$ cat src/rtl/dab_phase_shift_pwm.sv
// Dual-active-bridge phase-shift modulator: one master period counter drives the
// 3-level bridge voltages and the deadtime-protected gates of both full bridges.

module dab_pwm_leg #(
  parameter int DT_W = 8
) (
  input  logic            clk,
  input  logic            rst_n,
  input  logic            ce,
  input  logic [DT_W-1:0] dt,
  input  logic [1:0]      des,   // {hi, lo}; 2'b00 = leg off
  output logic [1:0]      gate   // {hi, lo}
);
  logic [1:0]      prev;
  logic [DT_W-1:0] rem;

  always_ff @(posedge clk or negedge rst_n) begin
    if (!rst_n) begin
      prev <= '0;
      rem  <= '0;
      gate <= '0;
    end else if (ce) begin
      prev <= des;
      if (des != prev) begin
        // Switching on from an idle leg or switching off needs no blanking
        if (dt == '0 || prev == 2'b00 || des == 2'b00) begin
          gate <= des;
          rem  <= '0;
        end else begin
          gate <= 2'b00;
          rem  <= dt;
        end
      end else if (rem != '0) begin
        rem <= rem - DT_W'(1);
        if (rem == DT_W'(1)) gate <= des;
      end else begin
        gate <= des;
      end
    end
  end
endmodule

module dab_phase_shift_pwm #(
  parameter int CNT_W    = 19,
  parameter int DT_W     = 8,
  parameter bit SYNC_REQ = 1'b1
) (
  input  logic                    clk,
  input  logic                    rst_n,
  input  logic                    ce,
  input  logic                    enable,
  input  logic                    sync,
  input  logic                    load,
  input  logic [CNT_W-1:0]        half_per,
  input  logic [CNT_W-1:0]        tau1,
  input  logic [CNT_W-1:0]        tau2,
  input  logic signed [CNT_W-1:0] phi,
  input  logic [DT_W-1:0]         dt,
  output logic signed [1:0]       v1,
  output logic signed [1:0]       v2,
  output logic [3:0]              sp,
  output logic [3:0]              ss,
  output logic                    trigger,
  output logic                    running,
  output logic                    param_err
);
  localparam logic [CNT_W:0] CNT_ONE = {{CNT_W{1'b0}}, 1'b1};

  typedef enum logic [1:0] {IDLE, ARM, RUN, STOP} state_t;
  state_t state, state_nx;

  logic [CNT_W-1:0]        sh_p, sh_t1, sh_t2, p_a, t1_a, t2_a;
  logic signed [CNT_W-1:0] sh_phi, phi_a;
  logic [DT_W-1:0]         sh_dt, dt_a;
  logic                    pending, load_ok, commit, act, gate_en;
  logic signed [CNT_W+1:0] p_in_s, phi_in_s;
  logic [CNT_W:0]          cnt, cnt_nx, cnt_inc, two_p, last;
  logic signed [CNT_W+1:0] phi_s, two_p_s, c2_raw;
  logic [CNT_W+1:0]        c2;
  logic [3:0][1:0]         des, gate;

  // ---- parameter validation and shadow path (runs regardless of ce)
  assign p_in_s   = $signed({2'b00, half_per});
  assign phi_in_s = $signed({{2{phi[CNT_W-1]}}, phi});
  assign load_ok  = (half_per >= CNT_W'(2)) && (tau1 <= half_per) && (tau2 <= half_per) &&
                    (phi_in_s < p_in_s) && (phi_in_s > -p_in_s);

  assign two_p  = {p_a, 1'b0};
  assign last   = two_p - CNT_ONE;
  assign commit = pending && ((state == IDLE) || (ce && cnt == last));

  always_ff @(posedge clk or negedge rst_n) begin
    if (!rst_n) begin
      sh_p <= CNT_W'(2); sh_t1 <= '0; sh_t2 <= '0; sh_phi <= '0; sh_dt <= '0;
      p_a  <= CNT_W'(2); t1_a  <= '0; t2_a  <= '0; phi_a  <= '0; dt_a  <= '0;
      pending   <= 1'b0;
      param_err <= 1'b0;
    end else begin
      if (commit) begin
        p_a <= sh_p; t1_a <= sh_t1; t2_a <= sh_t2; phi_a <= sh_phi; dt_a <= sh_dt;
      end
      if (load && load_ok) begin
        sh_p <= half_per; sh_t1 <= tau1; sh_t2 <= tau2; sh_phi <= phi; sh_dt <= dt;
        param_err <= 1'b0;
        pending   <= 1'b1;
      end else begin
        if (load) param_err <= 1'b1;
        if (commit) pending <= 1'b0;
      end
    end
  end

  // ---- sequencing FSM and master counter
  assign cnt_inc = (cnt == last) ? '0 : cnt + CNT_ONE;

  always_comb begin
    state_nx = state;
    cnt_nx   = cnt;
    case (state)
      IDLE: begin
        cnt_nx = '0;
        if (enable) state_nx = ARM;
      end
      ARM: begin
        cnt_nx = '0;
        if (!enable) state_nx = IDLE;
        else if (!SYNC_REQ || sync) state_nx = RUN;
      end
      RUN: begin
        cnt_nx = cnt_inc;
        if (!enable) state_nx = STOP;
      end
      STOP: begin
        cnt_nx = cnt_inc;
        if (enable) state_nx = RUN;
        else if (cnt == last) state_nx = IDLE;
      end
      default: begin
        state_nx = IDLE;
        cnt_nx   = '0;
      end
    endcase
  end

  always_ff @(posedge clk or negedge rst_n) begin
    if (!rst_n) begin
      state <= IDLE;
      cnt   <= '0;
    end else if (ce) begin
      state <= state_nx;
      cnt   <= cnt_nx;
    end
  end

  assign running = (state != IDLE);
  assign act     = (state == RUN) || (state == STOP);

  // ---- bridge 2 counter: cnt - phi folded back into [0, 2P-1]
  assign phi_s   = $signed({{2{phi_a[CNT_W-1]}}, phi_a});
  assign two_p_s = $signed({1'b0, two_p});
  assign c2_raw  = $signed({2'b00, cnt}) - phi_s;

  always_comb begin
    c2 = c2_raw;
    if (c2_raw[CNT_W+1])        c2 = c2_raw + two_p_s;
    else if (c2_raw >= two_p_s) c2 = c2_raw - two_p_s;
  end

  function automatic logic signed [1:0] level(input logic [CNT_W+1:0] c,
                                              input logic [CNT_W-1:0] p,
                                              input logic [CNT_W-1:0] tau);
    logic [CNT_W+1:0] pe, te, tp;
    pe = {2'b00, p};
    te = {2'b00, tau};
    tp = {1'b0, p, 1'b0};
    if (c >= pe - te && c < pe) return 2'b01;
    if (c >= tp - te && c < tp) return 2'b11;
    return 2'b00;
  endfunction

  always_ff @(posedge clk or negedge rst_n) begin
    if (!rst_n) begin
      v1      <= '0;
      v2      <= '0;
      gate_en <= 1'b0;
      trigger <= 1'b0;
    end else begin
      trigger <= (state == RUN) && (cnt == '0) && ce;
      if (ce) begin
        gate_en <= act;
        v1      <= act ? level({1'b0, cnt}, p_a, t1_a) : 2'b00;
        v2      <= act ? level(c2, p_a, t2_a) : 2'b00;
      end
    end
  end

  // ---- gate map: leg A {S1,S2} is high only at +1, leg B {S3,S4} only at -1
  always_comb begin
    des = '0;
    if (gate_en) begin
      des[0] = (v1 == 2'b01) ? 2'b10 : 2'b01;
      des[1] = (v1 == 2'b11) ? 2'b10 : 2'b01;
      des[2] = (v2 == 2'b01) ? 2'b10 : 2'b01;
      des[3] = (v2 == 2'b11) ? 2'b10 : 2'b01;
    end
  end

  for (genvar g = 0; g < 4; g++) begin : g_leg
    dab_pwm_leg #(.DT_W(DT_W)) u_leg (
      .clk  (clk),
      .rst_n(rst_n),
      .ce   (ce),
      .dt   (dt_a),
      .des  (des[g]),
      .gate (gate[g])
    );
  end

  assign sp = {gate[1][0], gate[1][1], gate[0][0], gate[0][1]};
  assign ss = {gate[3][0], gate[3][1], gate[2][0], gate[2][1]};
endmodule

$ cat config.mk
export PLATFORM = sky130hd
export DESIGN_NAME = dab_phase_shift_pwm
export DESIGN_NICKNAME = d
export VERILOG_FILES = /design/src/rtl/dab_phase_shift_pwm.sv
export SDC_FILE = /design/constraint.sdc
export NUM_CORES = 1
export LEC_CHECK = 0
export ABC_CLOCK_PERIOD_IN_PS = 6200
export CAP_MARGIN = 20
export CORE_UTILIZATION = 57
export DETAILED_ROUTE_END_ITERATION = 8
export PLACE_DENSITY = 0.76
export RECOVER_POWER = 50
export SYNTH_ARGS = -nofsm -noshare
export SYNTH_HDL_FRONTEND = slang
export SYNTH_SLANG_ARGS = --single-unit
$ cat constraint.sdc
create_clock -name clk -period 6.2 [get_ports clk]
set_clock_uncertainty 0.1 [all_clocks]
set_input_delay 1.24 -clock clk [delete_from_list [all_inputs] [get_ports clk]]
set_output_delay 1.24 -clock clk [all_outputs]
set_load 0.05 [all_outputs]
==> results of run 1 <==
## cells by family after synthesis
logic type	after synthesis	synth area share (%)
xor gates and xnor gates	114	4.01
DFF	246	24.3
and+or+nand+nor	779	15.9
buffers and inverters	308	4.83
muxes	93	5.01
AOI/OAI and AO/OA	1011	26.5
adders and majority gates	388	19.4
## worst register-to-register path, delay by kind of cell (launching register included)
family	cells	cell delay, ns
compound gates	19	3.66
xor+xnor	1	0.18
fa+ha+maj	3	0.92
buf+inv	5	0.66
flops	1	0.36
simple gates	2	0.31
## timing repair
| item | in CTS | in global routing |
|---|---|---|
| hold endpoints to repair | 0 | 0 |
| setup buffers | 13 | 1 |
| pin swaps | 31 | 8 |
| resized for setup | 54 | 9 |
| endpoints found under the setup margin | 2 | 2 |
## cells in the final DEF (no fill, tap or decap), drive strengths merged, types with 22 or more instances in the layout
cell type      netlist  layout
a211oi              34      34
a21o                79      79
a21oi              196     196
a31oi               23      23
a32oi               82      82
and2                92      92
and3                22      22
buf                 18     241
clkbuf             106      45
clkdlybuf4s50        0     102
dfrtp              244     244
ha                 381     381
inv                184     186
mux2                90      90
nand2              171     171
nand2b              42      42
nand3               68      68
nand4               41      41
nor2               146     146
nor2b               32      32
nor3                59      59
nor4                26      26
o211ai              79      79
o21a                37      37
o21ai              264     264
o311ai              28      28
xnor2               73      73
xor2                40      40
## through the flow
step / setup WS (ns) / hold WS, ns / area (um^2) / util [%] / setup TNS, ns
after floorplan: 0.0217 / 0.362 / 25300 / - / 0
after global placement: -0.406 / 0.370 / 28300 / 65.2 / -0.774
after detailed placement: -0.548 / 0.377 / 28400 / 65.3 / -1.06
after CTS: -0.0752 / 0.391 / 29600 / 68.2 / -0.112
after global routing: -0.453 / 0.410 / 29600 / 68.2 / -0.895
final: -0.164 / 0.391 / 29600 / 68.2 / -0.295
## worst max path at each step
stage	end	slack, ns	from
floorplan	v2[0]	0.02	cnt[1]
finish	v2[0]	-0.16	cnt[1]
global route	v2[1]	-0.45	cnt[1]
global placement	v2[0]	-0.41	phi_a[1]
CTS	v2[0]	-0.08	cnt[1]
detailed placement	v2[0]	-0.55	phi_a[1]
## registers in the layout, summed over array words and instances (netlist names), 19 cells and up, named ones only
signal           flops
phi_a               19
p_a                 19
t2_a                19
sh_p                19
cnt                 20
sh_t2               19
t1_a                19
g_leg.u_leg.rem     32
sh_t1               19
sh_phi              19
## area by class of cell
type | instances | share of cell area [%]
clock buffer | 41 | 2.77
clock inverter | 9 | 0.321
inverter | 184 | 2.33
multi-input combinational | 2385 | 61.6
sequential | 246 | 20.8
tap | 585 | 2.47
timing repair buffer | 347 | 9.70
## metal layers
metal	GRT usage, %	up-vias
li1	-	11595
met1	53.3	12093
met2	58.3	1203
met3	5.96	206
met4	16.4	0
met5	0	-
==> impl_results.md, run 1 <==
- Post-DP HPWL: 65,400 um
- Vias in the first global route: 24,043
- Vias per cell: 6.61
- Root Driver: clkbuf_16
- Die Footprint: 45,200 um^2
- R2r startpoint: cnt[1]
- Total grt overflow: 0
- Hold/Removal Path Class: reg -> reg
- Rows: 76
- Synth top area cells: dfrtp_1, ha_1, o21ai_0
- Post-synth top cells: ha_1, o21ai_0, dfrtp_1
- Crit Path Max Fanout: 6
- # DRC: 0
- Ports: 105
- Worst-Margin Slew: 2.61 ns
- Uppermost layer routed: met4
- Ys flop type: dfrtp_1
- DRT antenna net count: 0
- Initial antenna violation count: 0
- Clock transition at path regs: 0.07 ns
- Final std cells w/o fill: 3,797
- Clock sink count: 246
- Largest area contributor in the synthesized netlist: dfrtp_1
- CTS tree: built
- Clock Tree Buf Depth: 3
- #FFs+latches synth: 246
- Met3 wire len: 7610 um
- Total GRT Usage: 38.1%
- CTS Buf Count: 29
- Metal1 wirelength: 37,800 um
- Area grow syn2layout: 17.1%
- Fmax achieved: 0.157 GHz
- Yosys warns: 0
- Largest net degree at the start of global routing: 96
- Dpl cells: 3,732
- Worst EP arrival: 6.68 ns
- Final Hold Fails: 0
- WL final: 86,800 um
- Cells on Worst Hold Path: 2
- CP Launch Type: flip-flop
- Yosys cell types: 81
- Status: finished, violations left
- Avg Cell Area, Syn: 8.61 um^2
- Top-count cell post-synth: ha_1
- Setup CP Type: reg -> reg
- H-tree levels: 1
- Seq/Total Area, Yosys: 24.3%
- Top cell type's share of synthesized area: 24.1%
- Core ar.: 43,500 um^2
- Initial DRC Count: 2,386
- Tcrit/Tclk final: 103%
- Worst hold path startpoint: g_leg[1].u_leg.gate[0]
- RR Endpoint: v2[0]
- Sequential cell area: 6160 um^2
- CP Depth: 30
- Die X: 213 um
- Setup violators final: 2
- Per-cell routed wire length: 22.9 um
- Worst path top cell family by delay: compound AO/OA/AOI/OAI gates
- Reg2reg path depth: 30
- Multi-input gate area: 18,300 um^2
- Placer Congestion: 1.06
- 1st-pass router iterations: 6
- Slew Limit Fails: 192
- Antenna Cells: 0
- Syn Nets: 3,417
- Hold endpoint: g_leg[1].u_leg.gate[0]
- Metal2 WL: 37,500 um
- Starting density of the core: 58.2%
- Critical path endpoint category: flip-flop
- # nets final: 3,671
- Hold-fix buffers at CTS: 0
- Violated checks: capacitance limit, slew limit, setup timing
- Crit-path max cell delay: 0.40 ns
- CP Data Required Time: 6.52 ns
- Count of buffer and inverter cells on the critical path: 5
- Filler instances: 3,544
- Final worst slack: -0.164 ns
- Syn Inst Count: 2,939
- Post-route minimum period: 6.36 ns
- Post-synth EDFFs: 0
- Clock Latency Late Sink: 0.59 ns
- Synth Cell Area: 25,300 um^2
- Share of layout cells above drive strength 1: 14.4%
- Unrepaired setup endpoints after global routing: yes
- DR vias: 25,097
- CP max-delay cell: fa_2
- Max-cap violations: 2
- Slew margin rel.: -73.7%
- Die H: 213 um
- Port buffer count: 104
- Global-route wire length before repair: 134,000 um
- Reg2reg setup slack: -0.16 ns
- Async set-or-reset flop fraction in the synthesized netlist: 100%
Power of run 1 is not shown: default switching activity piles up to over one toggle a cycle in this logic, so the estimate is an artifact.
==> run 2: changes to the inputs <==
- PLACE_DENSITY: 0.76 -> 0.79
==> run 2 against run 1 <==
  * The run still ends with capacitance limit, slew limit, setup timing left
  * Non-clock buffer count increased by 18
  * Flip-flop and latch count unchanged
  * Final cell count increased by 0.61%
  * Via count increased by 1.5%
  * Design area increased by 1.2%
  * Critical endpoint is now v2[1]
  * Largest cell class unchanged
==> impl_results.md, run 2 (same netlist as run 1, synthesis figures left out) <==
- Core ar.: 43,500 um^2
- Area grow syn2layout: 18.6%
- CP Data Required Time: 6.56 ns
- 1st-pass router iterations: 5
- Commonest non-fill, non-tap cell in the layout: ha_1
- Slew margin rel.: -229%
- Clock transition at path regs: 0.06 ns
- R2r startpoint: phi_a[2]
- CP max-delay cell: a2111o_1
- Setup violators final: 2
- CP dominant cell by count: ha_1
- Vias in the first global route: 24,318
- Ports: 105
- H-tree levels: 1
- CP Launch Type: flip-flop
- CP Depth: 29
- Unrepaired setup endpoints after global routing: yes
- Largest Register: g_leg.u_leg.rem
- Antenna Cells: 0
- Tcrit/Tclk final: 104%
- Total GRT Usage: 38.2%
- Hold/Removal Path Class: reg -> reg
- Setup CP Type: reg -> reg
- Per-cell routed wire length: 22.9 um
- Placer Congestion: 1.03
- Reg2reg path depth: 29
- Post-route minimum period: 6.44 ns
- Filler instances: 3,506
- Rows: 76
- Initial DRC Count: 2,726
- Multi-input gate area: 18,300 um^2
- Largest net degree at the start of global routing: 105
- Die Footprint: 45,200 um^2
- Worst setup path end: v2[1]
- Slew Limit Fails: 83
- DR vias: 25,472
- Worst-Margin Slew: 4.93 ns
- Clock Tree Buf Depth: 3
- CTS tree: built
- Most frequent cells in the layout: ha_1, o21ai_0, buf_4
- Die H: 213 um
- Vias per cell: 6.67
- Fmax achieved: 0.155 GHz
- Clock sink count: 246
- Largest regs: g_leg.u_leg.rem: 32 flops, cnt: 20 flops
- WL final: 87,400 um
- Post-DP HPWL: 66,000 um
- Hold-fix buffers at CTS: 0
- Worst EP arrival: 6.80 ns
- CP startpoint: phi_a[2]
- Root Driver: clkbuf_16
- CTS Buf Count: 29
- Critical path endpoint category: flip-flop
- Crit-path max cell delay: 0.42 ns
- Port buffer count: 104
- Clock Latency Late Sink: 0.59 ns
- Max-cap violations: 1
- Crit Path Max Fanout: 5
- Final Hold Fails: 0
- Count of buffer and inverter cells on the critical path: 3
- Violated checks: capacitance limit, slew limit, setup timing
- Global-route wire length before repair: 135,000 um
- Die X: 213 um
- # nets final: 3,690
- Final worst slack: -0.241 ns
- Sequential cell area: 6160 um^2
- Worst path top cell family by delay: compound AO/OA/AOI/OAI gates
- Status: finished, violations left
- Total grt overflow: 0
- Starting density of the core: 58.2%
- Share of layout cells above drive strength 1: 15.5%
- # DRC: 0
- DRT antenna net count: 0
- RR Endpoint: v2[1]
- Initial antenna violation count: 0
- Fin util: 69.0%
- Reg2reg setup slack: -0.24 ns
- Max reg flops: 32
==> run 2: cell types whose count changed in the layout (fill, tap and decap cells not counted), sizes merged <==
cell	previous run	this run
clkinv	5	6
bufinv	1	6
clkinvlp	1	2
clkbuf	45	40
inv	186	188
buf	241	259
o211a	6	7
==> run 2: timing repair <==
action / 4_1_cts / 5_1_grt
resized for setup: 45 / 31
buffers inserted: 10 / 3
gates cloned: 1 / 0
endpoints found under the setup margin: 2 / 2
pin swaps: 11 / 8
==> run 2: worst min path at each step <==
stage                                       from                      to  slack, ns  depth (start not counted)
after floorplan            g_leg[2].u_leg.rem[6]   g_leg[2].u_leg.rem[6]       0.36                          2
after global placement    g_leg[1].u_leg.gate[0]  g_leg[1].u_leg.gate[0]       0.37                          2
after detailed placement  g_leg[1].u_leg.gate[1]  g_leg[1].u_leg.gate[1]       0.37                          2
after CTS                 g_leg[2].u_leg.gate[0]  g_leg[2].u_leg.gate[0]       0.38                          2
after global routing                   phi_a[13]               phi_a[13]       0.41                          1
final                     g_leg[3].u_leg.gate[1]  g_leg[3].u_leg.gate[1]       0.38                          2
==> run 2: layout make-up <==
cell class	instances	area share, %
multi-input cells	2386	61.1
repair buffers	365	10.0
clock inverters	18	0.930
inverters	184	2.30
well taps	585	2.44
flip-flops and latches	246	20.5
clock buffers	36	2.71
==> run 2: routing by layer <==
| layer | vias up | wire length [um] | track usage (%) |
|---|---|---|---|
| li1 | 11641 | - | - |
| met1 | 12274 | 36700 | 51.6 |
| met2 | 1305 | 37800 | 58.9 |
| met3 | 252 | 7970 | 6.55 |
| met4 | 0 | 4850 | 19.3 |
| met5 | - | 0 | 0 |
==> run 2: worst reg2reg max path, delay by kind of cell (launching register included) <==
family	cells	cell delay (ns)
and+or+nand+nor	3	0.42
adders and majority gates	3	1.01
DFF	1	0.35
AOI/OAI and AO/OA	19	3.90
buffers and inverters	3	0.38
xor gates and xnor gates	1	0.13
==> run 2: stage by stage <==
stage / setup TNS [ns] / cells / hold WS, ns / area (um^2) / setup slack [ns]
after floorplan: 0 / 2939 / 0.362 / 25300 / 0.0217
after global placement: -0.923 / 3745 / 0.367 / 28500 / -0.482
after detailed placement: -1.22 / 3748 / 0.372 / 28500 / -0.656
after CTS: -0.228 / 3813 / 0.385 / 29900 / -0.139
after global routing: -49.92 / 3820 / 0.414 / 30000 / -0.491
final: -0.461 / 3820 / 0.381 / 30000 / -0.241
Power of run 2 is left out for the same reason.
